### src/rtl/regfile_arb_pkg.sv
// Shared types and defaults for the register-file write-port arbiter.
// Default data width, index width, register-zero index and source encoding.
package regfile_arb_pkg;

  localparam int DATA_W = 32;
  localparam int ADDR_W = 5;

  localparam logic [4:0] REG_ZERO = 5'd0;

  typedef enum logic {
    SRC_ALU = 1'b0,
    SRC_MEM = 1'b1
  } src_t;

endpackage

### src/rtl/rr_arbiter2.sv
// Two-requester round-robin arbiter. Grants are combinational.
// last_grant records the most recent winner and decides ties.
module rr_arbiter2
  import regfile_arb_pkg::*;
(
  input  logic clk,
  input  logic rst,
  input  logic req_alu,
  input  logic req_mem,
  output logic grant_alu,
  output logic grant_mem,
  output src_t last_grant
);

  // A tie goes to whichever source did not win last time.
  always_comb begin
    grant_alu = 1'b0;
    grant_mem = 1'b0;
    if (!rst) begin
      if (req_alu && req_mem) begin
        grant_mem = (last_grant == SRC_ALU);
        grant_alu = (last_grant == SRC_MEM);
      end else begin
        grant_alu = req_alu;
        grant_mem = req_mem;
      end
    end
  end

  always_ff @(posedge clk) begin
    if (rst) begin
      last_grant <= SRC_ALU;
    end else if (grant_alu) begin
      last_grant <= SRC_ALU;
    end else if (grant_mem) begin
      last_grant <= SRC_MEM;
    end
  end

endmodule

### src/rtl/regfile_write_arbiter.sv
// Shares the register-file write port between ALU and load writeback.
// REGFILE_ARB_BYPASS_EN: forward in-flight write data instead of flagging a hazard.
module regfile_write_arbiter
  import regfile_arb_pkg::*;
#(
  parameter int DATA_W = regfile_arb_pkg::DATA_W,
  parameter int ADDR_W = regfile_arb_pkg::ADDR_W
) (
  input  logic              clk,
  input  logic              rst,
  input  logic              AluValid,
  output logic              AluReady,
  input  logic [ADDR_W-1:0] AluReg,
  input  logic [DATA_W-1:0] AluData,
  input  logic              MemValid,
  output logic              MemReady,
  input  logic [ADDR_W-1:0] MemReg,
  input  logic [DATA_W-1:0] MemData,
  output logic              write,
  output logic [ADDR_W-1:0] WriteRegister,
  output logic [DATA_W-1:0] WriteData,
  input  logic [ADDR_W-1:0] ReadRegister1,
  input  logic [ADDR_W-1:0] ReadRegister2,
  input  logic [DATA_W-1:0] RfData1,
  input  logic [DATA_W-1:0] RfData2,
  output logic [DATA_W-1:0] ReadData1,
  output logic [DATA_W-1:0] ReadData2,
  output logic              Hazard
);

  localparam logic [ADDR_W-1:0] ZERO_IDX = ADDR_W'(REG_ZERO);

  src_t last_grant;

  rr_arbiter2 u_arb (
    .clk        (clk),
    .rst        (rst),
    .req_alu    (AluValid),
    .req_mem    (MemValid),
    .grant_alu  (AluReady),
    .grant_mem  (MemReady),
    .last_grant (last_grant)
  );

  logic [ADDR_W-1:0] sel_reg;
  logic [DATA_W-1:0] sel_data;

  assign sel_reg  = MemReady ? MemReg  : AluReg;
  assign sel_data = MemReady ? MemData : AluData;

  // Register-0 writes are consumed but never reach the register file.
  always_ff @(posedge clk) begin
    if (rst) begin
      write         <= 1'b0;
      WriteRegister <= '0;
      WriteData     <= '0;
    end else if (AluReady || MemReady) begin
      write         <= (sel_reg != ZERO_IDX);
      WriteRegister <= sel_reg;
      WriteData     <= sel_data;
    end else begin
      write <= 1'b0;
    end
  end

  logic [ADDR_W-1:0] rd_reg  [2];
  logic [DATA_W-1:0] rf_data [2];
  logic [DATA_W-1:0] rd_data [2];
  logic [1:0]        match;

  assign rd_reg[0]  = ReadRegister1;
  assign rd_reg[1]  = ReadRegister2;
  assign rf_data[0] = RfData1;
  assign rf_data[1] = RfData2;

  generate
    for (genvar gi = 0; gi < 2; gi++) begin : g_read
      assign match[gi] = write && (rd_reg[gi] == WriteRegister) && (rd_reg[gi] != ZERO_IDX);
`ifdef REGFILE_ARB_BYPASS_EN
      assign rd_data[gi] = match[gi] ? WriteData : rf_data[gi];
`else
      assign rd_data[gi] = rf_data[gi];
`endif
    end
  endgenerate

  assign ReadData1 = rd_data[0];
  assign ReadData2 = rd_data[1];

`ifdef REGFILE_ARB_BYPASS_EN
  assign Hazard = 1'b0;
`else
  assign Hazard = |match;
`endif

endmodule
### config.mk
export PLATFORM = sky130hd
export DESIGN_NAME = regfile_write_arbiter
export DESIGN_NICKNAME = d
export VERILOG_FILES = /design/src/rtl/regfile_arb_pkg.sv /design/src/rtl/rr_arbiter2.sv /design/src/rtl/regfile_write_arbiter.sv
export SDC_FILE = /design/constraint.sdc
export NUM_CORES = 1
export LEC_CHECK = 0
export CAP_MARGIN = 20
export CORE_ASPECT_RATIO = 0.5
export CORE_MARGIN = 3
export CORE_UTILIZATION = 28
export CTS_BUF_LIST = sky130_fd_sc_hd__clkbuf_16
export DETAILED_ROUTE_END_ITERATION = 8
export PLACE_DENSITY = 0.83
export SYNTH_ARGS = -nofsm -noshare
export SYNTH_HDL_FRONTEND = slang
export SYNTH_SLANG_ARGS = --single-unit
### constraint.sdc
create_clock -name clk -period 1.45 [get_ports clk]
set_input_delay 0.145 -clock clk [delete_from_list [all_inputs] [get_ports clk]]
set_output_delay 0.145 -clock clk [all_outputs]
set_load 0.01 [all_outputs]
Word-level counts from Yosys, hierarchy flattened
Cells that the tools add are included.

storage, ports and cells
  register bits = 39
  latch bits = 0
  RAM bits = 0
  ROM bits = 0
  output and inout bits = 105
  memories = 0

cells by class
  add/subtract/negate cells = 0
  $mul = 0
  div/mod/pow operators = 0
  order comparisons = 0
  eq/ne operators = 2
  shifts and indexed selects = 0
  mux-type cells = 6
  bitwise gates (word level) = 2
  reductions and logical operators = 12

operators with widths
  operator            count
  32-bit 2-to-1 mux   1
  5-bit nonzero test  3
  5-bit == test       2
  2-bit OR reduction  3
  1-bit logical AND   5
  5-bit 2-to-1 mux    1
  1-bit 2-to-1 mux    4
  1-bit NOT           2
  1-bit logical OR    1

Depth between registers and ports, before layout
  depth after elaboration = 6
  mapped depth = 6
  mapped depth without buffers = 5

Cells and area by module
From an unflattened synthesis, not the netlist that was laid out.

unflattened totals
  cell total of the unflattened synthesis = 298
  area, all modules = 2407.3 um^2

modules (own cells, without submodules)
  module                 times used  cells each  area an instance (um^2)
  regfile_write_arbiter  1           292         2346.0
  rr_arbiter2            1           6           61.3

Least setup slack after synthesis
Ideal clock, no wire load.

  path type = register to register
  from = reg u_arb.last_grant
  to = reg WriteData[10]
  setup time = 0.134 ns
  arrival time = 1.195 ns
  data required time = 1.316 ns
  setup slack = 0.121 ns
  cell stages (with the launch flop) = 6
  cell sequence = dfxtp_1 a211oi_4 buf_6 buf_6 mux2i_1 a211oi_1

on the way
  longest elaborated chain between the ends = 4
  elaborated cells between the ends (all ways) = 7
  those cells by class = mux: 5; bitwise: 1; reduce/logical: 1

RTL lines
  what                                                   RTL line                                                  text
  start, declared                                        rr_arbiter2.sv:12                                         output src_t last_grant
  start signal, assigned                                 rr_arbiter2.sv:32                                         last_grant <= SRC_ALU;
  start signal, assigned                                 rr_arbiter2.sv:34                                         last_grant <= SRC_ALU;
  start signal, assigned                                 rr_arbiter2.sv:36                                         last_grant <= SRC_MEM;
  1-bit NOT (*)                                          rr_arbiter2.sv:21                                         grant_mem = (last_grant == SRC_ALU);
  1-bit 2-to-1 mux (*)                                   rr_arbiter2.sv:20                                         if (req_alu && req_mem) begin
  1-bit 2-to-1 mux (*)                                   rr_arbiter2.sv:19                                         if (!rst) begin
  net MemReady                                           regfile_write_arbiter.sv:16                               output logic MemReady,
  32-bit 2-to-1 mux or 1-bit logical OR (tied branches)  regfile_write_arbiter.sv:49, regfile_write_arbiter.sv:57
  end signal, assigned                                   regfile_write_arbiter.sv:60                               WriteData <= sel_data;
  end, declared                                          regfile_write_arbiter.sv:21                               output logic [DATA_W-1:0] WriteData,

The timed path passes the listed nets; every way through them passes the cells marked *.
A chain may end at the register's enable or synchronous reset.

Worst setup path after layout
  from = reg WriteRegister[1]
  to = out Hazard

on the way
  longest elaborated chain between the ends = 4
  elaborated cells between the ends (all ways) = 7
  those cells by class = eq/ne: 2; reduce/logical: 5

RTL lines
  what                            RTL line                     text
  start, declared                 regfile_write_arbiter.sv:20  output logic [ADDR_W-1:0] WriteRegister,
  start signal, assigned          regfile_write_arbiter.sv:59  WriteRegister <= sel_reg;
  5-bit == test                   regfile_write_arbiter.sv:78  assign match[gi] = write && (rd_reg[gi] == WriteRegister) && (rd_reg[gi] != ZERO_IDX);
  1-bit logical AND (2 in a row)  regfile_write_arbiter.sv:78
  2-bit OR reduction (*)          regfile_write_arbiter.sv:93  assign Hazard = |match;
  end, declared                   regfile_write_arbiter.sv:28  output logic Hazard

Mark *: on every way between the ends. The rest lies on a longest branch, timed or not.

==> impl_metrics.env <==
export IMPL_status="complete, but fails checks"
export IMPL_violations="negative setup slack"
export IMPL_post_synth_cell_area_avg_um2=9.03
export IMPL_detailedPlace_worstSlack_ns=-0.636
export IMPL_vias=2059
export IMPL_end_kind="output port"
export IMPL_post_synthesis_to_final_layout_area_growth_pct=58.8
export IMPL_worst_slew_pin_transition_ns=0.215
export IMPL_via_count_of_the_first_global_routing_pass=2160
export IMPL_number_of_buffers_added_on_ports=128
export IMPL_crit_path_start="WriteRegister[1]"
export IMPL_gpl_final_weighted_congestion=0.755
export IMPL_final_min_period_over_clock_period_pct=117
export IMPL_post_synthesis_compound_gate_area_fraction_pct=14.4
export IMPL_synth_nets=413
export IMPL_peakVddDrop_mv=0.439
export IMPL_drt_first_iter_violations=66
export IMPL_row_cnt=22
export IMPL_crit_type="flop to output port"
export IMPL_numClockSinks=39
export IMPL_insertion_delay_ns=0.27
export IMPL_layout_common_cells="118 x sky130_fd_sc_hd__clkdlybuf4s50_1, 40 x sky130_fd_sc_hd__nor2_1, 33 x sky130_fd_sc_hd__dfxtp_1"
export IMPL_final_hold_worst_slack_ns=0.290
export IMPL_timing_final_crit_period_ns=1.70
export IMPL_clk_root_buffer_cell="sky130_fd_sc_hd__clkbuf_16"
export IMPL_grt_util_all_layers_pct=13.5
export IMPL_report_final_setup_viol=2
export IMPL_timing_critical_path_depth=6
export IMPL_cellPowerDensity_nw_per_um2=839
export IMPL_critical_path_top_delay_family="compound AO/OA/AOI/OAI gates"
export IMPL_crit_path_cell_trace="xor2_1 > nor3_1 > o2111ai_1 > o22ai_1 > a22o_1 > buf_2"
export IMPL_synthSimpleGateAreaFrac_pct=8.76
export IMPL_post_synth_inst_count=261
export IMPL_final_layout_size_suffix_gt1_share_pct=18.3
export IMPL_synth_edff_count=0
export IMPL_r2r_start="u_arb.last_grant"
export IMPL_die_height_um=70.9
export IMPL_async_flop_share_pct=0
export IMPL_ys_ff_latch=39
export IMPL_utilization_after_layout_pct=48.4
export IMPL_critical_path_buf_inv_count=1
export IMPL_initial_antenna_violation_count=0
export IMPL_grt_max_degree=41
export IMPL_netlist_area_um2=2360
export IMPL_clkTransAtPathRegs_ns=0.05
export IMPL_post_layout_nonfiller_instances=452
export IMPL_fp_dieW_um=136
export IMPL_yosys_area_share_xor_xnor_pct=2.97
export IMPL_timing_slew_headroom_pct=85.3
export IMPL_grt_overflow=0
export IMPL_routed_wire_length_per_instance_um=15.0
export IMPL_core_footprint_um2=7730
export IMPL_vias_per_cell=4.56
export IMPL_drc=0
export IMPL_cap_viol_max_count=0
export IMPL_synth_adder_area_share_pct=0
export IMPL_critical_path_required_ns=1.31
export IMPL_hold_violations=0
export IMPL_min_from="RfData1[18]"
export IMPL_first_pass_grt_wire_length_mm=10.5
export IMPL_first_pass_iters=4
export IMPL_cts_htree_levels=2
export IMPL_floorplan_initialDensity_pct=30.5
export IMPL_placed_cells_incl_taps=433
export IMPL_cts_tree="yes"
export IMPL_yosys_cell_types_count=24
export IMPL_worstHoldPathType="input port to output port"
export IMPL_ioPinCount=257
export IMPL_overall_die_area_um2=9620
export IMPL_final_setup_skew_ns=0.00374
export IMPL_grt_setup_unrepaired="yes"
export IMPL_ys_warn_count=0
export IMPL_drt_wl_total_mm=6.76
export IMPL_cts_inserted_buffers=5
export IMPL_critical_path_max_stage_delay_ns=0.34
export IMPL_clk_path_buf_depth=2
export IMPL_slew_viol_final=0
export IMPL_slowest_stage_cell_crit_path="sky130_fd_sc_hd__dfxtp_2"
export IMPL_fmax_ghz=0.590
export IMPL_critical_path_arrival_ns=1.55
export IMPL_p_leak_uw=0.00145
export IMPL_detailed_place_hpwl_mm=5.12
export IMPL_yosys_mux_area_fraction_pct=16.1
export IMPL_setup_ws_ns=-0.246
export IMPL_main_combinational_cell_family_by_area_after_synthesis="buffers and inverters"
export IMPL_synth_yosys_seq_area_share_pct=33.1
export IMPL_layout_commonest_cell="sky130_fd_sc_hd__clkdlybuf4s50_1"
export IMPL_critical_path_peak_fanout=4
export IMPL_fin_total_pwr_uw=3140
export IMPL_antenna_diode_count=0
export IMPL_timing_hold_worst_path_depth=0
export IMPL_start_kind="flop"
export IMPL_finalNetCount=495
export IMPL_dominant_synthesized_flop_cell="sky130_fd_sc_hd__dfxtp_1"
export IMPL_number_of_routed_nets_with_antenna_violations=0
export IMPL_timing_reg2reg_worst_path_depth=5
## registers in the layout (all words and copies together) (netlist names)
name and cells:
WriteData 32, WriteRegister 5, write 1, u_arb.last_grant 1
## synth_stat cells (all sizes together) (2+ instances only)
| cell type | count | area, µm² |
|---|---|---|
| a211oi | 38 | 298 |
| buf | 75 | 549 |
| clkbuf | 6 | 22.5 |
| dfxtp | 39 | 781 |
| inv | 2 | 7.50 |
| mux2i | 38 | 380 |
| nor2 | 41 | 154 |
| nor3 | 3 | 15.0 |
| o2111ai | 2 | 17.5 |
| or4 | 2 | 15.0 |
| xnor2 | 2 | 17.5 |
| xor2 | 6 | 52.6 |
## where the power goes
group	switching [µW]	leakage (µW)	internal, µW
Combinational	348	0.00106	571
Sequential	50.3	0.000325	1160
Clock	390	0.0000701	618
Total	788	0.00145	2350
## stage by stage
stage / instance area [µm²] / setup TNS [ns]
floorplan: 2360 / 0
global placement: 3380 / -13.13
detailed placement: 3380 / -13.86
CTS: 3590 / -0.361
global route: 3740 / -0.573
finish: 3740 / -0.294
## layer usage
metal | global-route usage, % | vias up | routed length (µm)
met5 | 0 | - | 0
met4 | 5.14 | 0 | 181
met3 | 4.62 | 22 | 454
met2 | 23.0 | 82 | 3510
met1 | 15.8 | 946 | 2610
li1 | - | 1009 | -
## kinds of logic (layout without fill, tap and decap cells)
| group | count (synthesis) | after routing |
|---|---|---|
| mux | 38 | 38 |
| simple gates | 50 | 50 |
| flops | 39 | 39 |
| buf+inv | 83 | 166 |
| compound gates | 43 | 43 |
| xor+xnor | 8 | 8 |
## cell type report
| class | instances | area (µm²) |
|---|---|---|
| Clock buffer | 5 | 125 |
| Clock inverter | 3 | 11.3 |
| Sequential cell | 39 | 788 |
| Inverter | 2 | 7.51 |
| Tap cell | 108 | 135 |
| Fill cell | 731 | 3990 |
| Timing Repair Buffer | 156 | 1580 |
| Multi-Input combinational cell | 139 | 1090 |
## worst paths after layout
path | to | slack, ns
setup / recovery | Hazard | -0.25
hold / removal | ReadData1[18] | 0.29
setup reg to reg | write | -0.05
hold reg to reg | WriteData[2] | 0.50
## repair_timing
| item | in CTS | in global routing |
|---|---|---|
| gates resized for setup | 22 | 25 |
| endpoints found under the setup margin | 38 | 29 |
| gates cloned | 0 | 1 |
| endpoints found under the hold margin | 0 | 0 |
| setup buffers | 7 | 5 |
| hold buffers | 0 | 0 |
| pin swaps | 8 | 11 |
(Power assumes the default switching activity.)
